==> src/rtl/instr_fetch_if.sv <==
// Fetch-stage bus bundle: instruction memory request/response, redirect, decode handoff.
interface instr_fetch_if;
  logic        fetch_en;
  logic        imem_req_valid;
  logic        imem_req_ready;
  logic [63:0] imem_req_addr;
  logic        imem_rsp_valid;
  logic [31:0] imem_rsp_data;
  logic        redirect_valid;
  logic [63:0] redirect_pc;
  logic        if_valid;
  logic        if_ready;
  logic [31:0] if_instr;
  logic [63:0] if_pc;

  // Fetch-stage side
  modport master (
    input  fetch_en, imem_req_ready, imem_rsp_valid, imem_rsp_data,
           redirect_valid, redirect_pc, if_ready,
    output imem_req_valid, imem_req_addr, if_valid, if_instr, if_pc
  );

  // Environment side: memory, execute and decode
  modport slave (
    output fetch_en, imem_req_ready, imem_rsp_valid, imem_rsp_data,
           redirect_valid, redirect_pc, if_ready,
    input  imem_req_valid, imem_req_addr, if_valid, if_instr, if_pc
  );
endinterface

==> src/rtl/instr_fetch.sv <==
// RV64 instruction fetch: PC, credit-limited in-order requests, instruction queue,
// redirect flush with discard of responses still owed by memory.
module instr_fetch #(
  parameter logic [63:0] RESET_PC = 64'h0000_0000_0000_0000,
  parameter int unsigned QDEPTH   = 4
) (
  input  logic          clk,
  input  logic          rst_n,
  instr_fetch_if.master bus
);

  localparam int unsigned PTR_W = (QDEPTH > 1) ? $clog2(QDEPTH) : 1;
  localparam int unsigned CNT_W = PTR_W + 1;
  localparam int unsigned SUM_W = CNT_W + 1;

  localparam logic [1:0] ST_IDLE  = 2'd0;
  localparam logic [1:0] ST_RUN   = 2'd1;
  localparam logic [1:0] ST_DRAIN = 2'd2;

  logic [1:0]       state_q, state_d;
  logic [63:0]      pc_q, pc_d;
  logic [CNT_W-1:0] q_count_q, q_count_d;
  logic [CNT_W-1:0] inflight_q, inflight_d;
  logic [CNT_W-1:0] drop_cnt_q, drop_cnt_d;
  logic [PTR_W-1:0] q_wr_q, q_wr_d, q_rd_q, q_rd_d;
  logic [PTR_W-1:0] pf_wr_q, pf_wr_d, pf_rd_q, pf_rd_d;

  logic [31:0] q_instr_q [QDEPTH];
  logic [63:0] q_pc_q    [QDEPTH];
  logic [63:0] pf_q      [QDEPTH];

  logic [SUM_W-1:0] credits_c;
  logic             req_valid_c;
  logic             req_fire_c;
  logic             if_valid_c;
  logic             pop_c;
  logic             rsp_keep_c;
  logic             rsp_drop_c;

  // Handshake qualifiers; redirect suppresses both request and decode handoff
  always_comb begin
    credits_c   = SUM_W'(q_count_q) + SUM_W'(inflight_q);
    req_valid_c = (state_q == ST_RUN) && !bus.redirect_valid &&
                  (credits_c < SUM_W'(QDEPTH));
    req_fire_c  = req_valid_c && bus.imem_req_ready;
    if_valid_c  = (q_count_q != '0) && !bus.redirect_valid;
    pop_c       = if_valid_c && bus.if_ready;
    rsp_drop_c  = bus.imem_rsp_valid && (drop_cnt_q != '0);
    rsp_keep_c  = bus.imem_rsp_valid && (drop_cnt_q == '0) && !bus.redirect_valid;
  end

  assign bus.imem_req_valid = req_valid_c;
  assign bus.imem_req_addr  = pc_q;
  assign bus.if_valid       = if_valid_c;
  assign bus.if_instr       = q_instr_q[q_rd_q];
  assign bus.if_pc          = q_pc_q[q_rd_q];

  // Next-state: FSM, PC, credit counters and queue pointers
  always_comb begin
    state_d    = state_q;
    pc_d       = pc_q;
    q_count_d  = q_count_q;
    inflight_d = inflight_q;
    drop_cnt_d = drop_cnt_q;
    q_wr_d     = q_wr_q;
    q_rd_d     = q_rd_q;
    pf_wr_d    = pf_wr_q;
    pf_rd_d    = pf_rd_q;

    if (bus.redirect_valid) begin
      // Every response still owed belongs to the squashed path
      pc_d       = bus.redirect_pc & ~64'h3;
      q_count_d  = '0;
      q_wr_d     = '0;
      q_rd_d     = '0;
      pf_wr_d    = '0;
      pf_rd_d    = '0;
      inflight_d = inflight_q - CNT_W'(bus.imem_rsp_valid);
      drop_cnt_d = inflight_q - CNT_W'(bus.imem_rsp_valid);
    end else begin
      case (state_q)
        ST_IDLE:  if (bus.fetch_en) state_d = ST_RUN;
        ST_RUN:   if (!bus.fetch_en) state_d = ST_DRAIN;
        ST_DRAIN: begin
          if (bus.fetch_en)            state_d = ST_RUN;
          else if (inflight_q == '0)   state_d = ST_IDLE;
        end
        default:  state_d = ST_IDLE;
      endcase

      if (req_fire_c) begin
        pc_d    = pc_q + 64'd4;
        pf_wr_d = pf_wr_q + PTR_W'(1);
      end
      inflight_d = inflight_q + CNT_W'(req_fire_c) - CNT_W'(bus.imem_rsp_valid);
      if (rsp_drop_c) drop_cnt_d = drop_cnt_q - CNT_W'(1);
      if (rsp_keep_c) begin
        q_wr_d  = q_wr_q + PTR_W'(1);
        pf_rd_d = pf_rd_q + PTR_W'(1);
      end
      if (pop_c) q_rd_d = q_rd_q + PTR_W'(1);
      q_count_d = q_count_q + CNT_W'(rsp_keep_c) - CNT_W'(pop_c);
    end
  end

  // State, counters and queue storage
  always_ff @(posedge clk or negedge rst_n) begin
    if (!rst_n) begin
      state_q    <= ST_IDLE;
      pc_q       <= RESET_PC;
      q_count_q  <= '0;
      inflight_q <= '0;
      drop_cnt_q <= '0;
      q_wr_q     <= '0;
      q_rd_q     <= '0;
      pf_wr_q    <= '0;
      pf_rd_q    <= '0;
      for (int unsigned i = 0; i < QDEPTH; i++) begin
        q_instr_q[i] <= '0;
        q_pc_q[i]    <= '0;
        pf_q[i]      <= '0;
      end
    end else begin
      state_q    <= state_d;
      pc_q       <= pc_d;
      q_count_q  <= q_count_d;
      inflight_q <= inflight_d;
      drop_cnt_q <= drop_cnt_d;
      q_wr_q     <= q_wr_d;
      q_rd_q     <= q_rd_d;
      pf_wr_q    <= pf_wr_d;
      pf_rd_q    <= pf_rd_d;
      if (rsp_keep_c) begin
        q_instr_q[q_wr_q] <= bus.imem_rsp_data;
        q_pc_q[q_wr_q]    <= pf_q[pf_rd_q];
      end
      if (req_fire_c) pf_q[pf_wr_q] <= pc_q;
    end
  end

endmodule

==> src/flat_wrapper.sv <==
// flat-port wrapper written by rule: the top's interface ports become plain ports
module instr_fetch_flat 
#(
  parameter logic [63:0] RESET_PC = 64'h0000_0000_0000_0000,
  parameter int unsigned QDEPTH   = 4
)
  (clk, rst_n, bus_fetch_en, bus_imem_req_ready, bus_imem_rsp_valid, bus_imem_rsp_data, bus_redirect_valid, bus_redirect_pc, bus_if_ready, bus_imem_req_valid, bus_imem_req_addr, bus_if_valid, bus_if_instr, bus_if_pc);
  instr_fetch_if bus_i ();
  input  logic clk;
  input  logic rst_n;
  input wire logic [$bits(bus_i.fetch_en)-1:0] bus_fetch_en;
  input wire logic [$bits(bus_i.imem_req_ready)-1:0] bus_imem_req_ready;
  input wire logic [$bits(bus_i.imem_rsp_valid)-1:0] bus_imem_rsp_valid;
  input wire logic [$bits(bus_i.imem_rsp_data)-1:0] bus_imem_rsp_data;
  input wire logic [$bits(bus_i.redirect_valid)-1:0] bus_redirect_valid;
  input wire logic [$bits(bus_i.redirect_pc)-1:0] bus_redirect_pc;
  input wire logic [$bits(bus_i.if_ready)-1:0] bus_if_ready;
  output wire logic [$bits(bus_i.imem_req_valid)-1:0] bus_imem_req_valid;
  output wire logic [$bits(bus_i.imem_req_addr)-1:0] bus_imem_req_addr;
  output wire logic [$bits(bus_i.if_valid)-1:0] bus_if_valid;
  output wire logic [$bits(bus_i.if_instr)-1:0] bus_if_instr;
  output wire logic [$bits(bus_i.if_pc)-1:0] bus_if_pc;
  assign bus_i.fetch_en = bus_fetch_en;
  assign bus_i.imem_req_ready = bus_imem_req_ready;
  assign bus_i.imem_rsp_valid = bus_imem_rsp_valid;
  assign bus_i.imem_rsp_data = bus_imem_rsp_data;
  assign bus_i.redirect_valid = bus_redirect_valid;
  assign bus_i.redirect_pc = bus_redirect_pc;
  assign bus_i.if_ready = bus_if_ready;
  assign bus_imem_req_valid = bus_i.imem_req_valid;
  assign bus_imem_req_addr = bus_i.imem_req_addr;
  assign bus_if_valid = bus_i.if_valid;
  assign bus_if_instr = bus_i.if_instr;
  assign bus_if_pc = bus_i.if_pc;
  instr_fetch #(.RESET_PC(RESET_PC), .QDEPTH(QDEPTH)) u_core (.clk(clk), .rst_n(rst_n), .bus(bus_i));
endmodule
==> config.mk <==
export PLATFORM = sky130hd
export DESIGN_NAME = instr_fetch_flat
export DESIGN_NICKNAME = d
export VERILOG_FILES = /design/src/rtl/instr_fetch_if.sv /design/src/rtl/instr_fetch.sv /design/src/flat_wrapper.sv
export SDC_FILE = /design/constraint.sdc
export NUM_CORES = 1
export LEC_CHECK = 0
export CELL_PAD_IN_SITES_DETAIL_PLACEMENT = 2
export CELL_PAD_IN_SITES_GLOBAL_PLACEMENT = 2
export CORE_UTILIZATION = 25
export DETAILED_ROUTE_END_ITERATION = 10
export PLACE_DENSITY = 0.54
export RECOVER_POWER = 25
export REMOVE_ABC_BUFFERS = 1
export SETUP_SLACK_MARGIN = 0.05
export SYNTH_ARGS = -nofsm -noshare
export SYNTH_HDL_FRONTEND = slang
export SYNTH_SLANG_ARGS = --single-unit
export TNS_END_PERCENT = 50
==> constraint.sdc <==
create_clock -name clk -period 3.2 [get_ports clk]
set_input_delay 0.64 -clock clk [delete_from_list [all_inputs] [get_ports clk]]
set_output_delay 0.64 -clock clk [all_outputs]
set_load 0.01 [all_outputs]
# Yosys cells after proc, flatten, opt, wreduce, memory -nomap -nowiden
# Index checks and enable logic that the tools add are counted.
[word_totals] register_bits=723 in_bits=103 output_inout_bits=162 word_cells=108
[classes] addsub=12 order_cmp=7 eq_ne=5 muxes=37 n_bitwise=5 n_reduce_logical=21
[op_table] op="bitwise mux 256 bit" n=2
[op_table] op="2-to-1 mux 64 bit" n=8
[op_table] op="binary-select mux 64 bit (select 2 bit)" n=2
[op_table] op="demux 64 bit (select 2 bit)" n=2
[op_table] op="bitwise mux 128 bit" n=1
[op_table] op="2-to-1 mux 32 bit" n=3
[op_table] op="adder 64 x 3 -> 64 bit, second input constant" n=1
[op_table] op="binary-select mux 32 bit (select 2 bit)" n=1
[op_table] op="demux 32 bit (select 2 bit)" n=1
[op_table] op="2-to-1 mux 2 bit" n=12
[op_table] op="greater-or-equal comparator 3 bit, second input constant" n=4
[op_table] op="2-to-1 mux 3 bit" n=4
[op_table] op="inverter 2 -> 3 bit" n=4
[op_table] op="logical AND 1 bit" n=10
[op_table] op="subtractor 3 x 1 -> 3 bit" n=3
[op_table] op="adder 2 x 1 -> 2 bit, second input constant" n=4
[op_table] op="nonzero test 2 bit" n=4
[op_table] op="adder 3 x 1 -> 3 bit" n=2
[op_table] op="zero test 3 bit" n=2
[op_table] op="< comparator 3 x 1 -> 1 bit, second input constant" n=2
[op_table] op="one-hot mux 2 bit (3 select lines)" n=1
[op_table] op="nonzero test 3 bit" n=2
[op_table] op="adder 3 x 3 -> 4 bit" n=1
[op_table] op="< comparator 4 x 3 -> 1 bit, second input constant" n=1
[op_table] op="9 further kinds" n=10

# Depth between registers and ports, before layout
[logic_depth] ltp_word=7 mapped_depth=12 ltp_nobuf=9

# Worst setup path before layout
# No wires, ideal clock.
[synth_path] path_type="register -> register" from="register u_core.inflight_q[2]" to="register u_core.inflight_q[2]" setup_time_ns=0.131 arrival_ns=2.597 required_time_ns=3.069 path_slack_ns=0.472 path_stages_with_launch=13 path_buffers=3 period_less_slack_ns=2.728 path_cell_list="dfrtp_1 > ha_1 > nor4b_2 > nand3_1 > inv_1 > buf_2 > buf_2 > buf_2 > ha_1 > fa_1 > xor2_1 > o21ai_0 > xor2_1"
[synth_between] elab_chain_cells=7 elab_cells_between_ends=8 cone_classes="4 x add/sub; 1 x order compare; 1 x mux; 2 x reduce/logical"
[synth_rtl] item="from (decl)" line_no="instr_fetch.sv:23" rtl="logic [CNT_W-1:0] inflight_q, inflight_d;"
[synth_rtl] item="from (signal assigned)" line_no="instr_fetch.sv:127" rtl="inflight_q <= inflight_d;"
[synth_rtl] item="adder 3 x 3 -> 4 bit" line_no="instr_fetch.sv:42" rtl="credits_c = SUM_W'(q_count_q) + SUM_W'(inflight_q);"
[synth_rtl] item="< comparator 4 x 3 -> 1 bit" line_no="instr_fetch.sv:44" rtl="(credits_c < SUM_W'(QDEPTH));"
[synth_rtl] item="logical AND 1 bit" line_no="instr_fetch.sv:43" rtl="req_valid_c = (state_q == ST_RUN) && !bus.redirect_valid &&"
[synth_rtl] item="logical AND 1 bit" line_no="instr_fetch.sv:45" rtl="req_fire_c = req_valid_c && bus.imem_req_ready;"
[synth_rtl] item="adder 3 x 1 -> 3 bit" line_no="instr_fetch.sv:95" rtl="inflight_d = inflight_q + CNT_W'(req_fire_c) - CNT_W'(bus.imem_rsp_valid);"
[synth_rtl] item="subtractor 3 x 1 -> 3 bit" line_no="instr_fetch.sv:95"
[synth_rtl] item="2-to-1 mux 3 bit (*)" line_no="instr_fetch.sv:70" rtl="if (bus.redirect_valid) begin"
[synth_rtl] item="net u_core.inflight_d[2]" line_no="instr_fetch.sv:23"
# The timed path passes the listed nets; every way through them passes the cells marked *.
# A chain may end at the register's enable or synchronous reset.

# Final worst setup path
[layout_path] from="register u_core.q_rd_q[0]" to="output bus_if_pc[60]"
[layout_between] elab_chain_cells=4
[layout_rtl] item="from (decl)" line_no="instr_fetch.sv:25" rtl="logic [PTR_W-1:0] q_wr_q, q_wr_d, q_rd_q, q_rd_d;"
[layout_rtl] item="from (signal assigned)" line_no="instr_fetch.sv:130" rtl="q_rd_q <= q_rd_d;"
[layout_rtl] item="inverter 2 -> 3 bit (implied by the code)" line_no="instr_fetch.sv:56" rtl="assign bus.if_pc = q_pc_q[q_rd_q];"
[layout_rtl] item="binary-select mux 64 bit (select 2 bit)" line_no="instr_fetch.sv:56"
[layout_rtl] item="2-to-1 mux 64 bit (implied by the code) (2 in series)" line_no="instr_fetch.sv:56"
[layout_rtl] item="to (decl)" line_no="flat_wrapper.sv:22" rtl="output wire logic [$bits(bus_i.if_pc)-1:0] bus_if_pc;"
# No other way between the ends. The select of a mux whose other input is x is not followed.

==> metrics.txt <==
# TYPE chip_impl_metric gauge
chip_impl_metric{name="instances_no_fill",unit=""} 4242
chip_impl_info{name="critPathKind",value="reg2out"} 1
chip_impl_info{name="failing_checks",value="max-capacitance violations, max-slew violations"} 1
chip_impl_metric{name="drtAntennaViolNets",unit=""} 0
chip_impl_metric{name="pin_count",unit=""} 265
chip_impl_metric{name="timing.hold.ws",unit="ps"} 246
chip_impl_metric{name="netlist.area_leader.share",unit=""} 0.548
chip_impl_metric{name="synth_async_sr_flop_share",unit=""} 1.00
chip_impl_metric{name="floorplan.die.width",unit="um"} 361
chip_impl_metric{name="initial_utilization",unit=""} 0.252
chip_impl_metric{name="crit_fanout",unit=""} 10
chip_impl_metric{name="grt-ovfl-total",unit=""} 0
chip_impl_metric{name="final-hold-violation-count",unit=""} 0
chip_impl_metric{name="routed_wl",unit="mm"} 107
chip_impl_metric{name="first_pass_iters",unit=""} 4
chip_impl_metric{name="via_count_of_the_first_global_routing_pass",unit=""} 24100
chip_impl_metric{name="io_buffer_count",unit=""} 258
chip_impl_metric{name="htree_num_levels",unit=""} 3
chip_impl_metric{name="clock_insertion_delay_worst_skew",unit="ps"} 700
chip_impl_metric{name="timing.final.max_slew_violations",unit=""} 45
chip_impl_metric{name="drv_cap",unit=""} 1
chip_impl_metric{name="detailedPlacementHpwl",unit="mm"} 70.3
chip_impl_metric{name="netlist_area_before_placement",unit="sq um"} 32200
chip_impl_metric{name="ys_warn_count",unit=""} 0
chip_impl_metric{name="finish.net_count",unit=""} 2634
chip_impl_metric{name="route.detailed.vias_per_inst",unit=""} 4.82
chip_impl_metric{name="critPathArrivalTime",unit="ps"} 2410
chip_impl_metric{name="post_route_cells_drive_above_1_share",unit=""} 0.414
chip_impl_metric{name="num_rows",unit=""} 131
chip_impl_info{name="run_status",value="complete, but fails checks"} 1
chip_impl_metric{name="wl_per_cell",unit="um"} 25.2
chip_impl_metric{name="netlist-cell-type-count",unit=""} 56
chip_impl_metric{name="grt_first_pass_wirelength",unit="mm"} 162
chip_impl_metric{name="fin_area",unit="sq um"} 40600
chip_impl_metric{name="finalSetupViolations",unit=""} 0
chip_impl_metric{name="period_needed",unit="ps"} 3050
chip_impl_metric{name="vdd_ir_drop_max",unit="uV"} 404
chip_impl_metric{name="dieArea",unit="sq um"} 130000
chip_impl_info{name="min-delay-path-class",value="in2reg"} 1
chip_impl_metric{name="first_iter_violations",unit=""} 950
chip_impl_metric{name="number_of_flops_mapped_to_enable_cells_by_yosys",unit=""} 0
chip_impl_metric{name="syn2layout_area_growth",unit="%"} 26.1
chip_impl_metric{name="grt_start_max_net_pins",unit=""} 96
chip_impl_metric{name="cts.path.max_buffers",unit=""} 3
chip_impl_metric{name="grt.total_usage",unit=""} 0.167
chip_impl_metric{name="syn-instance-count",unit=""} 2216
chip_impl_metric{name="timing.slew.headroom",unit=""} -0.0615
chip_impl_metric{name="drc",unit=""} 0
chip_impl_metric{name="clkTransAtPathRegs",unit="ps"} 50
chip_impl_info{name="yosysTopAreaCell",value="dfrtp_1"} 1
chip_impl_metric{name="seq_area_frac_synth",unit=""} 0.548
chip_impl_metric{name="grt_antenna_before_repair",unit=""} 3
chip_impl_metric{name="avgSynthCellArea",unit="sq um"} 14.5
chip_impl_metric{name="routed-via-count",unit=""} 20500
chip_impl_metric{name="place.detailed.instances",unit=""} 4057
chip_impl_info{name="critPathCaptureType",value="output port"} 1
chip_impl_metric{name="critical_path_required",unit="ps"} 2560
chip_impl_metric{name="cts_inserted_buffers",unit=""} 91
chip_impl_metric{name="tightest_slew",unit="ps"} 1590
chip_impl_info{name="tritoncts",value="done"} 1
chip_impl_metric{name="placeableCoreArea",unit="sq um"} 128000
chip_impl_metric{name="clock_sinks",unit=""} 705
chip_impl_info{name="synthTopCellsByArea",value="dfrtp_1 (55%), mux2_2 (21%), mux4_2 (11%)"} 1
chip_impl_metric{name="worst_clock_skew",unit="ps"} 34.6
chip_impl_info{name="crit_path_start_kind",value="flop"} 1
chip_impl_metric{name="cellPowerDensity",unit="nW/um^2"} 765
chip_impl_metric{name="max_freq",unit="MHz"} 328
chip_impl_metric{name="synth_seq_cells",unit=""} 705
chip_impl_metric{name="total_leakage_power",unit="nW"} 18.6
chip_impl_metric{name="gp_congestion",unit=""} 0.730
chip_impl_info{name="highest_routed_layer",value="met4"} 1
chip_impl_info{name="cts_root_buffer",value="clkbuf_16"} 1
chip_impl_metric{name="wl_met2",unit="mm"} 52.6
chip_impl_info{name="rsz0062_at_grt",value="true"} 1
chip_impl_info{name="synth_flop_cell",value="dfrtp_1"} 1
chip_impl_metric{name="post-route-period-util",unit=""} 0.953
chip_impl_metric{name="place_area",unit="sq um"} 37300
chip_impl_metric{name="met3_wirelength",unit="mm"} 4.15
chip_impl_metric{name="totalPowerFinal",unit="mW"} 31.0
chip_impl_metric{name="die_h",unit="um"} 361
chip_impl_metric{name="wirelength_met1",unit="mm"} 47.3
synth_stat cells, types with 10 or more instances:
cell        n
dfrtp_1   705
mux2_2    595
mux4_2    156
nand2_1   125
clkbuf_1   78
buf_2      73
o21ai_0    61
nand3_1    59
nand4_1    33
nor2_1     33
inv_1      28
o211ai_1   24
buf_1      21
ha_1       19
or4_1      18
a21oi_1    15
and2_1     14
and3_1     14
nor3_1     14
mux2i_1    11
xor2_1     11
nor4_1     10
xnor2_1    10
sequential cells by signal, summed over array words and instances (netlist names):
| register | cells |
|---|---|
| u_core.state_q | 2 |
| u_core.q_instr_q | 128 |
| u_core.q_rd_q | 2 |
| u_core.q_wr_q | 2 |
| u_core.q_count_q | 3 |
| u_core.pf_wr_q | 2 |
| u_core.pf_rd_q | 2 |
| u_core.drop_cnt_q | 3 |
| u_core.bus.imem_req_addr | 62 |
| u_core.q_pc_q | 248 |
| u_core.inflight_q | 3 |
| u_core.pf_q | 248 |
layout by cell type, fill, tap and decap left out, types with 8 or more instances in the layout:
cell,instances
or3_1,8
xor2_1,11
clkbuf_8,18
clkinv_2,12
clkbuf_16,94
o211ai_1,24
dlygate4sd2_1,35
dfrtp_1,701
mux2i_1,11
clkdlybuf4s15_1,42
nand3_1,58
nand2_1,117
and2_1,14
clkdlybuf4s50_1,160
nor4_1,10
a22oi_1,8
or4_1,18
nand2_4,8
mux4_2,156
nor3_1,14
buf_2,8
o21ai_0,61
mux2_2,595
a21oi_1,15
clkbuf_1,21
and3_1,14
xnor2_1,10
inv_1,27
ha_1,19
buf_12,30
nor2_1,32
buf_16,10
nand4_1,33
buf_4,71
bufinv_16,8
clkbuf_2,9
layout make-up:
| cell class | count | area (sq um) |
|---|---|---|
| repair buffers | 378 | 3960 |
| fillers | 12900 | 87100 |
| well taps | 1662 | 2080 |
| flip-flops and latches | 705 | 17700 |
| multi-input cells | 1306 | 13700 |
| diodes | 2 | 5.00 |
| clock inverters | 31 | 407 |
| clock buffers | 130 | 2650 |
| inverters | 28 | 105 |
report_power, final:
part | switching [mW] | internal, mW | total [mW]
sequential | 1.14 | 10.7 | 11.8
clock | 4.09 | 6.37 | 10.5
combinational | 4.04 | 4.73 | 8.77
total | 9.27 | 21.8 | 31.0
metal layers:
metal  vias to the layer above  GRT usage
met3                       173     0.0289
met5                         -          0
met2                       371      0.283
li1                       8791          -
met4                         0     0.0541
met1                     11100      0.216
cells by family after synthesis:
group                      after synthesis  share of synthesized area
adders and majority gates               21                    0.00863
and+or+nand+nor                        360                     0.0615
buffers and inverters                  208                     0.0279
xor gates and xnor gates                21                    0.00572
AOI/OAI and AO/OA                      138                     0.0270
muxes                                  762                      0.321
DFF                                    705                      0.548
other                                    1                   0.000117
final timing paths:
| check | start | end | slack, ps | cells after the start |
|---|---|---|---|---|
| worst min-delay path | bus_redirect_valid | u_core.q_count_q[2]$_DFF_PN0_ | 250 | 2 |
| worst max register to register | u_core.inflight_q[2]$_DFF_PN0_ | u_core.inflight_q[2]$_DFF_PN0_ | 440 | 10 |
| min in group asynchronous | rst_n | u_core.q_instr_q[28]$_DFFE_PN0P_ | 900 | 2 |
| worst min register to register | u_core.pf_q[19]$_DFFE_PN0P_ | u_core.pf_q[19]$_DFFE_PN0P_ | 490 | 2 |
| worst max-delay path | u_core.q_rd_q[0]$_DFFE_PN0P_ | bus_if_pc[60] | 150 | 5 |
| max in group asynchronous | rst_n | u_core.q_instr_q[123]$_DFFE_PN0P_ | 380 | 4 |
through the flow:
step                setup TNS [ps]  setup slack (ps)  utilization
floorplan                  -908400             -2200            -
global placement                 0               171        0.292
detailed placement               0               229        0.292
CTS                           -102             -93.2        0.318
global route                     0              19.1        0.318
finish                           0               151        0.318
critical path, cell delays in order (launching register included):
cell and delay (ps):
dfrtp_4 430, buf_16 180, buf_4 150, buf_16 160, mux4_2 540, clkdlybuf4s15_1 250
timing repair:
item / in CTS / in global routing
gates cloned: 4 / 1
gates resized for setup: 166 / 28
setup endpoints to repair: 95 / 23
hold buffers: 1 / 0
endpoints found under the hold margin: 36 / 0
buffers inserted: 13 / 3
Power figures use the tool's default switching activity.
